--- src/rtl/uart_serializer_if.sv ---
// ============================================================================
// Module   : uart_serializer_if
// Purpose  : Byte valid/ready handshake between a byte source and the UART
//            serializer.
// Revision : 1.0 - initial release
// ============================================================================
`default_nettype none
`timescale 1ns/1ps

interface uart_serializer_if;
    logic [7:0] data_in;
    logic       data_valid;
    logic       data_ready;

    modport master (output data_in, output data_valid, input  data_ready);
    modport slave  (input  data_in, input  data_valid, output data_ready);
endinterface

`default_nettype wire

--- src/rtl/uart_serializer.sv ---
// ============================================================================
// Module   : uart_serializer
// Purpose  : Byte-to-line UART transmitter, 8N1 with a 4-bit baud select.
//            Define UART_SERIALIZER_PARITY_EN to insert an even parity bit.
// Revision : 1.0 - initial release
// ============================================================================
`default_nettype none
`timescale 1ns/1ps

module uart_serializer #(
    parameter int CLK_FREQ = 60000000
) (
    input  wire logic        clk,
    input  wire logic        rst_n,
    uart_serializer_if.slave bus,
    input  wire logic [3:0]  mode,
    output logic             tx_line,
    output logic             busy
);

    localparam int c_DIV_MAX = CLK_FREQ / 9600;
    localparam int c_CNT_W   = (c_DIV_MAX > 1) ? $clog2(c_DIV_MAX) : 1;

    // Divisors are held as DIV-1 so the largest one always fits c_CNT_W.
    localparam int c_D0 = (CLK_FREQ / 9600   > 0) ? CLK_FREQ / 9600   - 1 : 0;
    localparam int c_D1 = (CLK_FREQ / 19200  > 0) ? CLK_FREQ / 19200  - 1 : 0;
    localparam int c_D2 = (CLK_FREQ / 38400  > 0) ? CLK_FREQ / 38400  - 1 : 0;
    localparam int c_D3 = (CLK_FREQ / 57600  > 0) ? CLK_FREQ / 57600  - 1 : 0;
    localparam int c_D4 = (CLK_FREQ / 115200 > 0) ? CLK_FREQ / 115200 - 1 : 0;

    localparam logic [c_CNT_W-1:0] c_DIV0_M1 = c_CNT_W'(c_D0);
    localparam logic [c_CNT_W-1:0] c_DIV1_M1 = c_CNT_W'(c_D1);
    localparam logic [c_CNT_W-1:0] c_DIV2_M1 = c_CNT_W'(c_D2);
    localparam logic [c_CNT_W-1:0] c_DIV3_M1 = c_CNT_W'(c_D3);
    localparam logic [c_CNT_W-1:0] c_DIV4_M1 = c_CNT_W'(c_D4);

`ifdef UART_SERIALIZER_PARITY_EN
    typedef enum logic [2:0] {
        S_IDLE   = 3'd0,
        S_START  = 3'd1,
        S_DATA   = 3'd2,
        S_STOP   = 3'd3,
        S_PARITY = 3'd4
    } state_t;
`else
    typedef enum logic [2:0] {
        S_IDLE   = 3'd0,
        S_START  = 3'd1,
        S_DATA   = 3'd2,
        S_STOP   = 3'd3
    } state_t;
`endif

    state_t               r_state, w_state_nxt;
    logic [c_CNT_W-1:0]   r_cnt, w_cnt_nxt;
    logic [c_CNT_W-1:0]   r_div_m1, w_div_nxt;
    logic [2:0]           r_bit, w_bit_nxt;
    logic [7:0]           r_shift, w_shift_nxt;
    logic                 r_tx, w_tx_nxt;
    logic                 r_ready, w_ready_nxt;
    logic                 r_busy, w_busy_nxt;
    logic                 w_bit_end;
    logic                 w_accept;
`ifdef UART_SERIALIZER_PARITY_EN
    logic                 r_par, w_par_nxt;
`endif

    function automatic logic [c_CNT_W-1:0] div_m1(input logic [3:0] m);
        case (m)
            4'd0:    div_m1 = c_DIV0_M1;
            4'd1:    div_m1 = c_DIV1_M1;
            4'd2:    div_m1 = c_DIV2_M1;
            4'd3:    div_m1 = c_DIV3_M1;
            default: div_m1 = c_DIV4_M1;
        endcase
    endfunction

    always_comb begin
        w_state_nxt = r_state;
        w_cnt_nxt   = r_cnt;
        w_div_nxt   = r_div_m1;
        w_bit_nxt   = r_bit;
        w_shift_nxt = r_shift;
        w_bit_end   = (r_cnt == r_div_m1);
        w_accept    = bus.data_valid & r_ready;
`ifdef UART_SERIALIZER_PARITY_EN
        w_par_nxt   = r_par;
`endif
        case (r_state)
            S_IDLE: begin
                if (w_accept) begin
                    w_state_nxt = S_START;
                    w_shift_nxt = bus.data_in;
                    w_div_nxt   = div_m1(mode);
                    w_cnt_nxt   = '0;
                    w_bit_nxt   = '0;
`ifdef UART_SERIALIZER_PARITY_EN
                    w_par_nxt   = ^bus.data_in;
`endif
                end
            end
            S_START: begin
                w_cnt_nxt = r_cnt + 1'b1;
                if (w_bit_end) begin
                    w_cnt_nxt   = '0;
                    w_state_nxt = S_DATA;
                end
            end
            S_DATA: begin
                w_cnt_nxt = r_cnt + 1'b1;
                if (w_bit_end) begin
                    w_cnt_nxt   = '0;
                    w_shift_nxt = {1'b0, r_shift[7:1]};
                    w_bit_nxt   = r_bit + 3'd1;
                    if (r_bit == 3'd7) begin
`ifdef UART_SERIALIZER_PARITY_EN
                        w_state_nxt = S_PARITY;
`else
                        w_state_nxt = S_STOP;
`endif
                    end
                end
            end
`ifdef UART_SERIALIZER_PARITY_EN
            S_PARITY: begin
                w_cnt_nxt = r_cnt + 1'b1;
                if (w_bit_end) begin
                    w_cnt_nxt   = '0;
                    w_state_nxt = S_STOP;
                end
            end
`endif
            S_STOP: begin
                w_cnt_nxt = r_cnt + 1'b1;
                if (w_bit_end) begin
                    w_cnt_nxt   = '0;
                    w_state_nxt = S_IDLE;
                end
            end
            default: begin
                w_state_nxt = S_IDLE;
                w_cnt_nxt   = '0;
            end
        endcase

        // Outputs are decoded from the next state so every pin is a flop.
        case (w_state_nxt)
            S_START: w_tx_nxt = 1'b0;
            S_DATA:  w_tx_nxt = w_shift_nxt[0];
`ifdef UART_SERIALIZER_PARITY_EN
            S_PARITY: w_tx_nxt = w_par_nxt;
`endif
            default: w_tx_nxt = 1'b1;
        endcase
        w_ready_nxt = (w_state_nxt == S_IDLE);
        w_busy_nxt  = (w_state_nxt != S_IDLE);
    end

    always_ff @(posedge clk or negedge rst_n) begin
        if (!rst_n) begin
            r_state  <= S_IDLE;
            r_cnt    <= '0;
            r_div_m1 <= c_DIV0_M1;
            r_bit    <= '0;
            r_shift  <= '0;
            r_tx     <= 1'b1;
            r_ready  <= 1'b0;
            r_busy   <= 1'b0;
`ifdef UART_SERIALIZER_PARITY_EN
            r_par    <= 1'b0;
`endif
        end else begin
            r_state  <= w_state_nxt;
            r_cnt    <= w_cnt_nxt;
            r_div_m1 <= w_div_nxt;
            r_bit    <= w_bit_nxt;
            r_shift  <= w_shift_nxt;
            r_tx     <= w_tx_nxt;
            r_ready  <= w_ready_nxt;
            r_busy   <= w_busy_nxt;
`ifdef UART_SERIALIZER_PARITY_EN
            r_par    <= w_par_nxt;
`endif
        end
    end

    assign bus.data_ready = r_ready;
    assign tx_line        = r_tx;
    assign busy           = r_busy;

endmodule

`default_nettype wire
--- src/flat_wrapper.sv ---
// flat-port wrapper written by rule: the top's interface ports become plain ports
module uart_serializer_flat 
#(
    parameter int CLK_FREQ = 60000000
)
  (clk, rst_n, mode, tx_line, busy, bus_data_in, bus_data_valid, bus_data_ready);
  uart_serializer_if bus_i ();
  input  wire logic clk;
  input  wire logic rst_n;
  input  wire logic [3:0] mode;
  output logic tx_line;
  output logic busy;
  input wire logic [$bits(bus_i.data_in)-1:0] bus_data_in;
  input wire logic [$bits(bus_i.data_valid)-1:0] bus_data_valid;
  output wire logic [$bits(bus_i.data_ready)-1:0] bus_data_ready;
  assign bus_i.data_in = bus_data_in;
  assign bus_i.data_valid = bus_data_valid;
  assign bus_data_ready = bus_i.data_ready;
  uart_serializer #(.CLK_FREQ(CLK_FREQ)) u_core (.clk(clk), .rst_n(rst_n), .bus(bus_i), .mode(mode), .tx_line(tx_line), .busy(busy));
endmodule
--- config.mk ---
export PLATFORM = sky130hd
export DESIGN_NAME = uart_serializer_flat
export DESIGN_NICKNAME = d
export VERILOG_FILES = /design/src/rtl/uart_serializer_if.sv /design/src/rtl/uart_serializer.sv /design/src/flat_wrapper.sv
export SDC_FILE = /design/constraint.sdc
export NUM_CORES = 1
export LEC_CHECK = 0
export ABC_CLOCK_PERIOD_IN_PS = 4000
export BUFFER_PORTS_ARGS = -buffer_cell sky130_fd_sc_hd__buf_2
export CAP_MARGIN = 20
export CORE_ASPECT_RATIO = 0.8
export CORE_MARGIN = 8
export CORE_UTILIZATION = 40
export CTS_CLUSTER_SIZE = 16
export DETAILED_ROUTE_END_ITERATION = 10
export PLACE_DENSITY = 0.62
export SLEW_MARGIN = 20
export SYNTH_ARGS = -nofsm -noshare
export SYNTH_HDL_FRONTEND = slang
export SYNTH_SLANG_ARGS = --single-unit
--- constraint.sdc ---
create_clock -name clk -period 4 [get_ports clk]
set_input_delay 0.6 -clock clk [delete_from_list [all_inputs] [get_ports clk]]
set_output_delay 0.6 -clock clk [all_outputs]
set_load 0.01 [all_outputs]
; ---- After elaboration in Yosys (flattened, before gate mapping)
; Cells that the tools add are included.
[word_totals]
wordCells = 49
register_bits = 43
input_bits = 15
[classes]
n_eq_ne = 12
bitwise_logic = 1
addsub = 2
muxes = 17
reduce_logical = 8
[op_table]
columns = operator, count
row1 = one-hot mux 13 bit (4 select lines), 1
row2 = two-way mux 13 bit, 2
row3 = one-hot mux 13 bit (2 select lines), 1
row4 = two-way mux 3 bit, 7
row5 = two-way mux 8 bit, 2
row6 = one-hot mux 8 bit (2 select lines), 1
row7 = "adder 13 x 1 -> 13 bit, second input constant", 1
row8 = equality test 13 bit, 1
row9 = one-hot mux 3 bit (4 select lines), 1
row10 = "equality test 3 x 2 -> 1 bit, second input constant", 3
row11 = "equality test 4 x 2 -> 1 bit, second input constant", 2
row12 = "equality test 3 x 1 -> 1 bit, second input constant", 2
row13 = zero test 3 bit, 2
row14 = one-hot mux 3 bit (2 select lines), 1
row15 = "equality test 4 x 1 -> 1 bit, second input constant", 1
row16 = zero test 4 bit, 1
row17 = "!= test 2 x 1 -> 1 bit, second input constant", 2
row18 = "adder 3 x 1 -> 3 bit, second input constant", 1
row19 = "equality test 3 bit, second input constant", 1
row20 = AND reduction 3 bit, 1
row21 = nonzero test 3 bit, 1
row22 = OR reduction 3 bit, 1
row23 = one-hot mux 1 bit (2 select lines), 1
row24 = AND reduction 2 bit, 1
row25 = other kinds (2), 2

; ---- Longest topological paths before layout
; Gate-level depths: netlist of run 1.
[depth]
ltp_word = 6
depth_mapped = 7
mapped_depth_nobuf = 7

; ---- Worst setup path before layout of run 1
; No wires, ideal clock.
[synth_timing]
kind = register -> register
start = reg u_core.r_div_m1[6]
end = reg u_core.r_cnt[1]
setup_ps = 121
arrival_time_ps = 1873
slack_ps = 2006
required_ps = 3879
path_stages_with_launch = 7
path_cell_list = dfstp_2 xor2_1 a2111o_1 nor4_4 nor3_2 buf_6 a22o_1
[synth_via]
elab_chain_len = 3
[synth_rtl]
columns = item, line
row1 = "start, declared", uart_serializer.sv:56  ; logic [c_CNT_W-1:0] r_div_m1, w_div_nxt;
row2 = "start signal, assigned", uart_serializer.sv:163  ; r_div_m1 <= c_DIV0_M1;
row3 = "start signal, assigned", uart_serializer.sv:175  ; r_div_m1 <= w_div_nxt;
row4 = equality test 13 bit, uart_serializer.sv:84  ; w_bit_end = (r_cnt == r_div_m1);
row5 = two-way mux 13 bit, "uart_serializer.sv:104, uart_serializer.sv:111, uart_serializer.sv:135"
row6 = one-hot mux 13 bit (2 select lines), uart_serializer.sv:89  ; case (r_state)
row7 = "end signal, assigned", uart_serializer.sv:174  ; r_cnt <= w_cnt_nxt;
row8 = "end, declared", uart_serializer.sv:55  ; logic [c_CNT_W-1:0] r_cnt, w_cnt_nxt;
; Every way passes these cells.
; A chain may end at the register's enable or synchronous reset.

; ---- Worst setup path after layout of run 1
[layout_timing]
start = reg u_core.r_div_m1[6]
end = reg u_core.r_bit[0]
[layout_via]
elab_chain_len = 3
[layout_rtl]
columns = item, line
row1 = equality test 13 bit, uart_serializer.sv:84
row2 = != test 2 x 1 -> 1 bit (no line), n/a
row3 = AND reduction 3 bit (no line), n/a
row4 = "end signal, assigned", uart_serializer.sv:176  ; r_bit <= w_bit_nxt;
row5 = "end, declared", uart_serializer.sv:57  ; logic [2:0] r_bit, w_bit_nxt;
; Every way passes these cells.

==> flow_summary.ini, run 1 <==
[clock_network]
cts_setup_buffers = 0
cts_sinks = 38
hold_buffers = 0
cts_tree = built
path_clk_slew_ns = 0.08
numCtsBuffers = 5
clock_tree.root_cell = clkbuf_8
htree_num_levels = 2
cts_buffer_depth = 2
insertion_delay_ns = 0.29
ctsResizeCount = 0

[logic_synthesis]
yosysSeqAreaShare = 0.486
synth-async-reset-ratio = 1.00
yosysWarnings = 0
netlist_area_um2 = 1970
synth_area_leader_cell = dfrtp_1
ys_types = 46
synthTopCellsByCount = nand2_1 (34), dfrtp_1 (33), nor2_1 (18), a21oi_1 (10), o21ai_0 (10)
synthTopCellsByArea = dfrtp_1 (42%), dfstp_2 (6.7%), nand2_1 (6.5%)
synth_fp_nets = 223
synth_most_common_cell = nand2_1
synth_ff_type = dfrtp_1
synth_edf_count = 0
syn_area_per_cell_um2 = 9.60
synth-seq-cells = 38
synth_top_area_frac = 0.420
synthCells = 205

[floorplanning]
start_util = 0.405
core_area_um2 = 4860
die_area_um2 = 7440
die_x_um = 94.4
die_h_um = 78.7
boundaryPins = 18
row_count = 23

[timing]
finalHoldViolations = 0
fmaxAchievable_mhz = 416
tns_ns = 0
holdWs_ns = 0.420
slew_violations = 0
period_share = 0.601
setup_viol = 0
worstMarginPinSlew_ns = 0.932
rsz0062_at_grt = false
skew_ns = 0.00613
finalCriticalPeriod_ns = 2.40
setup_ws_ns = 1.60
max_slew_margin = 0.379

[worst_setup_path]
rr_worst_depth = 5
cpPeakStageDelay_ns = 0.57
start_kind = flip-flop
r2r_setup_slack_ns = 1.60
crit_required_ns = 4.18
r2r-end = u_core.r_bit[0]$_DFFE_PN0P_
critPathArrivalTime_ns = 2.58
crit_slowest_cell = dfstp_2
critPathCapture = u_core.r_bit[0]$_DFFE_PN0P_
startpoint = u_core.r_div_m1[6]$_DFFE_PN1P_
crit_chain = xor2_1, a2111o_1, nor4_4, a21oi_1, mux2_2
endpoint_kind = flip-flop
r2r-start = u_core.r_div_m1[6]$_DFFE_PN1P_
worstSetupPathType = flip-flop to flip-flop
cp_max_fo = 12

[grt]
antenna_found_initial = 0
overflow = 0
grt_pass1_vias = 1472
grt_start_max_net_pins = 39
grt_pass1_wl_mm = 7.27
grt_use_total = 0.122

[placed_design]
port_buffers = 17
pre_cts_slack_ns = 1.59
placed_cell_area_um2 = 2100
hpwl_mm = 3.07
gp_congestion = 0.786

[pwr]
power.switching_mw = 0.253
p_leak_nw = 0.948
switching_share = 0.274
p_int_mw = 0.669
p_per_area_nw_per_um2 = 416
pwr-share-comb = 0.143
clkPwrFrac = 0.345
peakVddDrop_mv = 0.244
power_frac_seq = 0.512

[layout]
drive_gt1_frac = 0.191
area_growth_pct = 12.4
fillerInstances = 480
fin_util = 0.455
final_nets = 242
final_area_um2 = 2210
n_antenna_cell = 0

[route]
dr.pass1.iters = 4
route.detailed.drc = 0
ant_nets = 0
num_vias = 1514
wl_mm = 4.21
wl_per_cell_um = 14.7
drt_iter0_markers = 86
viasPerCell = 5.28

[run_status]
status = complete, no violations

[run]
drv_cap = 0

[min_path]
min_path_type = input port to async pin
[per-stage QoR]
stage | power [mW] | instances
CTS | 0.932 | 287
detailed placement | 0.611 | 279
floorplan | 0.562 | 205
global placement | 0.608 | 279
finish | 0.921 | 287
global route | 0.973 | 287
[worst max-delay path: cells and delay by family, from the launching register on]
family | cells | cell delay [ns]
compound gates | 2 | 0.83
mux | 1 | 0.38
xor+xnor | 1 | 0.07
flops | 1 | 0.57
simple gates | 1 | 0.43
[per-layer routing]
layer	vias up	wire length (µm)	global-route usage
met1	716	2230	0.182
met2	27	1780	0.169
met5	-	0	0
met3	2	171	0.0282
met4	0	30	0.0332
li1	769	-	-
[logic make-up after synthesis]
| group | Yosys count | share of synthesized area |
|---|---|---|
| buffers and inverters | 11 | 0.0292 |
| multiplexers | 3 | 0.0165 |
| AO/OA/AOI/OAI | 55 | 0.192 |
| adder cells (fa/ha/maj) | 3 | 0.0191 |
| other | 1 | 0.00191 |
| AND/OR/NAND/NOR | 84 | 0.210 |
| flip-flops | 38 | 0.486 |
| XOR/XNOR | 10 | 0.0445 |
[power by group through the flow]
stage                     registers [mW]  logic (mW)  clock network [mW]
after floorplan                    0.466      0.0964                   0
after global placement             0.477       0.132                   0
after detailed placement           0.478       0.134                   0
after CTS                          0.470       0.134               0.327
after global routing               0.478       0.150               0.345
final                              0.472       0.132               0.318
[worst min-delay path by stage]
stage	to	depth (start not counted)	start
final	u_core.r_cnt[10]$_DFFE_PN0N_	1	rst_n
after global routing	u_core.r_shift[7]$_DFFE_PN0P_	1	rst_n
after CTS	u_core.busy$_DFF_PN0_	1	rst_n
after detailed placement	u_core.r_shift[6]$_DFFE_PN0P_	2	u_core.r_shift[6]$_DFFE_PN0P_
after global placement	u_core.r_shift[3]$_DFFE_PN0P_	2	u_core.r_shift[3]$_DFFE_PN0P_
after floorplan	u_core.bus.data_ready$_DFF_PN0_	0	rst_n
[registers in the layout, summed over array words and instances (netlist names)]
name / cells
u_core.r_bit: 3
u_core.bus.data_ready: 1
u_core.r_div_m1: 8
u_core.busy: 1
u_core.r_state: 3
u_core.tx_line: 1
u_core.r_shift: 8
u_core.r_cnt: 13
[area by class of cell]
class	count	area (µm²)	area share
sequential	38	957	0.433
tap	62	77.6	0.0351
clock buffer	5	68.8	0.0311
inverter	4	15.0	0.00679
multi-input combinational	156	953	0.431
timing repair buffer	19	100	0.0452
clock inverter	3	40.0	0.0181
[layout by cell type, fill, tap and decap left out, types with 3 or more instances in the layout]
cell type | Yosys | layout
nand2_1 | 34 | 34
dfrtp_1 | 33 | 33
nor2_1 | 18 | 18
buf_2 | 1 | 17
o21ai_0 | 10 | 10
a21oi_1 | 10 | 10
a31oi_1 | 8 | 8
a22oi_1 | 7 | 7
and2_1 | 6 | 6
xnor2_1 | 5 | 5
xor2_1 | 5 | 5
nand3_1 | 5 | 5
clkbuf_8 | 0 | 5
dfstp_2 | 5 | 5
nor3_1 | 4 | 4
inv_1 | 4 | 4
nand2b_1 | 4 | 4
o21ai_2 | 3 | 3
or3_1 | 3 | 3
ha_1 | 3 | 3
Power figures use the tool's default switching activity.
==> run 2, diff against run 1 <==
--- a/config.mk
+++ b/config.mk
@@ -5,7 +5,7 @@
 export SDC_FILE = /design/constraint.sdc
 export NUM_CORES = 1
 export LEC_CHECK = 0
-export ABC_CLOCK_PERIOD_IN_PS = 4000
+export ABC_CLOCK_PERIOD_IN_PS = 2300
 export BUFFER_PORTS_ARGS = -buffer_cell sky130_fd_sc_hd__buf_2
 export CAP_MARGIN = 20
 export CORE_ASPECT_RATIO = 0.8
==> constraint.sdc (replaced) <==
create_clock -name clk -period 2.3 [get_ports clk]
set_input_delay 0.345 -clock clk [delete_from_list [all_inputs] [get_ports clk]]
set_output_delay 0.345 -clock clk [all_outputs]
set_load 0.01 [all_outputs]
==> run 2 against run 1 <==
Critical endpoint is now u_core.busy$_DFF_PN0_. Core utilization is 0.49 points higher. Register-to-register slack worse by 1.4 ns. Critical path depth is 2 higher. Wire length is 1.2% lower. Highest routed layer unchanged. Clock-buffer cell count is 2 higher. Global-route usage is 0.23 points higher. Flip-flop and latch count stayed put. Critical path type unchanged. Die area stayed put.
==> flow_summary.ini, run 2 (same netlist as run 1, synthesis figures left out) <==
[layout]
fin_util = 0.460
area_growth_pct = 13.6
regMostFlops = u_core.r_cnt
reg_top3 = u_core.r_cnt: 13 flops, u_core.r_div_m1: 8 flops, u_core.r_shift: 8 flops
drive_gt1_frac = 0.208
n_antenna_cell = 0
layout_commonest_cell = nand2_1
final_nets = 249
mostFrequentLayoutCells = nand2_1 (34), dfrtp_1 (33), nor2_1 (18), buf_2 (17), o21ai_0 (10)
ff_latch_area_um2 = 957
fillerInstances = 471
multi_input_area_um2 = 957
largest_reg_flops = 13

[clock_network]
cts_sinks = 38
path_clk_slew_ns = 0.07
numCtsBuffers = 5
ctsResizeCount = 0
cts_buffer_depth = 2
cts_tree = built
cts_setup_buffers = 0
hold_buffers = 0
insertion_delay_ns = 0.29
clock_tree.root_cell = clkbuf_8
htree_num_levels = 2

[pwr]
clkPwrFrac = 0.289
p_per_area_nw_per_um2 = 666
pwr-share-comb = 0.164
peakVddDrop_mv = 0.277
total_power_mw = 1.49
power_frac_seq = 0.548
power.switching_mw = 0.426
p_leak_nw = 0.965
switching_share = 0.286
p_int_mw = 1.06

[run_status]
status = complete, no violations

[placed_design]
hpwl_mm = 2.99
pre_cts_slack_ns = 0.119
port_buffers = 17
gp_congestion = 0.790

[min_path]
min_path_type = input port to async pin

[route]
viasPerCell = 5.15
drt_iter0_markers = 78
wl_mm = 4.16
wl_per_cell_um = 14.2
route.detailed.drc = 0
dr.pass1.iters = 4
ant_nets = 0
num_vias = 1508

[worst_setup_path]
r2r-start = u_core.r_div_m1[6]$_DFFE_PN1P_
critPathArrivalTime_ns = 2.30
endpoint_kind = flip-flop
cp_max_fo = 6
r2r_setup_slack_ns = 0.19
worstSetupPathType = flip-flop to flip-flop
crit_required_ns = 2.49
r2r-end = u_core.busy$_DFF_PN0_
rr_worst_depth = 7
start_kind = flip-flop

[timing]
rsz0062_at_grt = false
worstMarginPinSlew_ns = 0.825
slew_violations = 0
fmaxAchievable_mhz = 473
finalHoldViolations = 0
setup_ws_ns = 0.188
holdWs_ns = 0.154
max_slew_margin = 0.450
period_share = 0.918
skew_ns = 0.00612
finalCriticalPeriod_ns = 2.11
setup_viol = 0
tns_ns = 0

[floorplanning]
start_util = 0.405
row_count = 23
core_area_um2 = 4860
boundaryPins = 18
die_area_um2 = 7440
die_h_um = 78.7
die_x_um = 94.4

[grt]
antenna_found_initial = 0
grt_use_total = 0.124
grt_start_max_net_pins = 39
grt_pass1_wl_mm = 7.32
overflow = 0
grt_pass1_vias = 1528

[run]
drv_cap = 0
-- run 2: worst max-delay path by stage --
stage | startpoint | endpoint | slack [ns] | depth (start not counted)
after floorplan | u_core.r_div_m1[6]$_DFFE_PN1P_ | u_core.r_cnt[1]$_DFFE_PN0N_ | 0.31 | 6
after global placement | u_core.r_div_m1[6]$_DFFE_PN1P_ | u_core.r_shift[1]$_DFFE_PN0P_ | 0.17 | 7
after detailed placement | u_core.r_div_m1[6]$_DFFE_PN1P_ | u_core.r_shift[4]$_DFFE_PN0P_ | 0.12 | 7
after CTS | u_core.r_div_m1[6]$_DFFE_PN1P_ | u_core.r_shift[4]$_DFFE_PN0P_ | 0.11 | 7
after global routing | u_core.r_div_m1[6]$_DFFE_PN1P_ | u_core.r_cnt[9]$_DFFE_PN0N_ | 0.07 | 6
final | u_core.r_div_m1[6]$_DFFE_PN1P_ | u_core.busy$_DFF_PN0_ | 0.19 | 7
-- run 2: final cells by class --
cell class / instances / share of cell area
Sequential cell: 38 / 0.428
Clock buffer: 7 / 0.0341
Timing Repair Buffer: 26 / 0.0683
Multi-Input combinational cell: 156 / 0.428
Inverter: 4 / 0.00672
Tap cell: 62 / 0.0347
-- run 2: power groups by stage --
stage	Clock [mW]	Sequential, mW	Combinational [mW]
detailed placement	0	0.825	0.246
global placement	0	0.827	0.242
global route	0.473	0.826	0.282
CTS	0.448	0.815	0.246
finish	0.430	0.816	0.244
floorplan	0	0.810	0.168
-- run 2: per-stage QoR --
stage          area (µm²)  std cells
2_1_floorplan        1970        205
3_3_place_gp         2160        286
3_5_place_dp         2160        286
4_1_cts              2230        293
5_1_grt              2240        293
6_report             2240        293
-- run 2: per-layer routing --
layer,vias to the layer above,track usage,share of wire
met1,698,0.187,0.56
met2,22,0.161,0.39
met4,0,0.0616,0.019
met3,8,0.0254,0.025
met5,-,0,0
li1,780,-,-
-- run 2: critical path, cell delays in order, from the launching register on --
cell,delay (ns)
dfstp_2,0.56
xor2_1,0.07
a2111o_1,0.44
nor4_4,0.33
buf_4,0.20
and2_1,0.18
a221o_1,0.20
inv_1,0.04
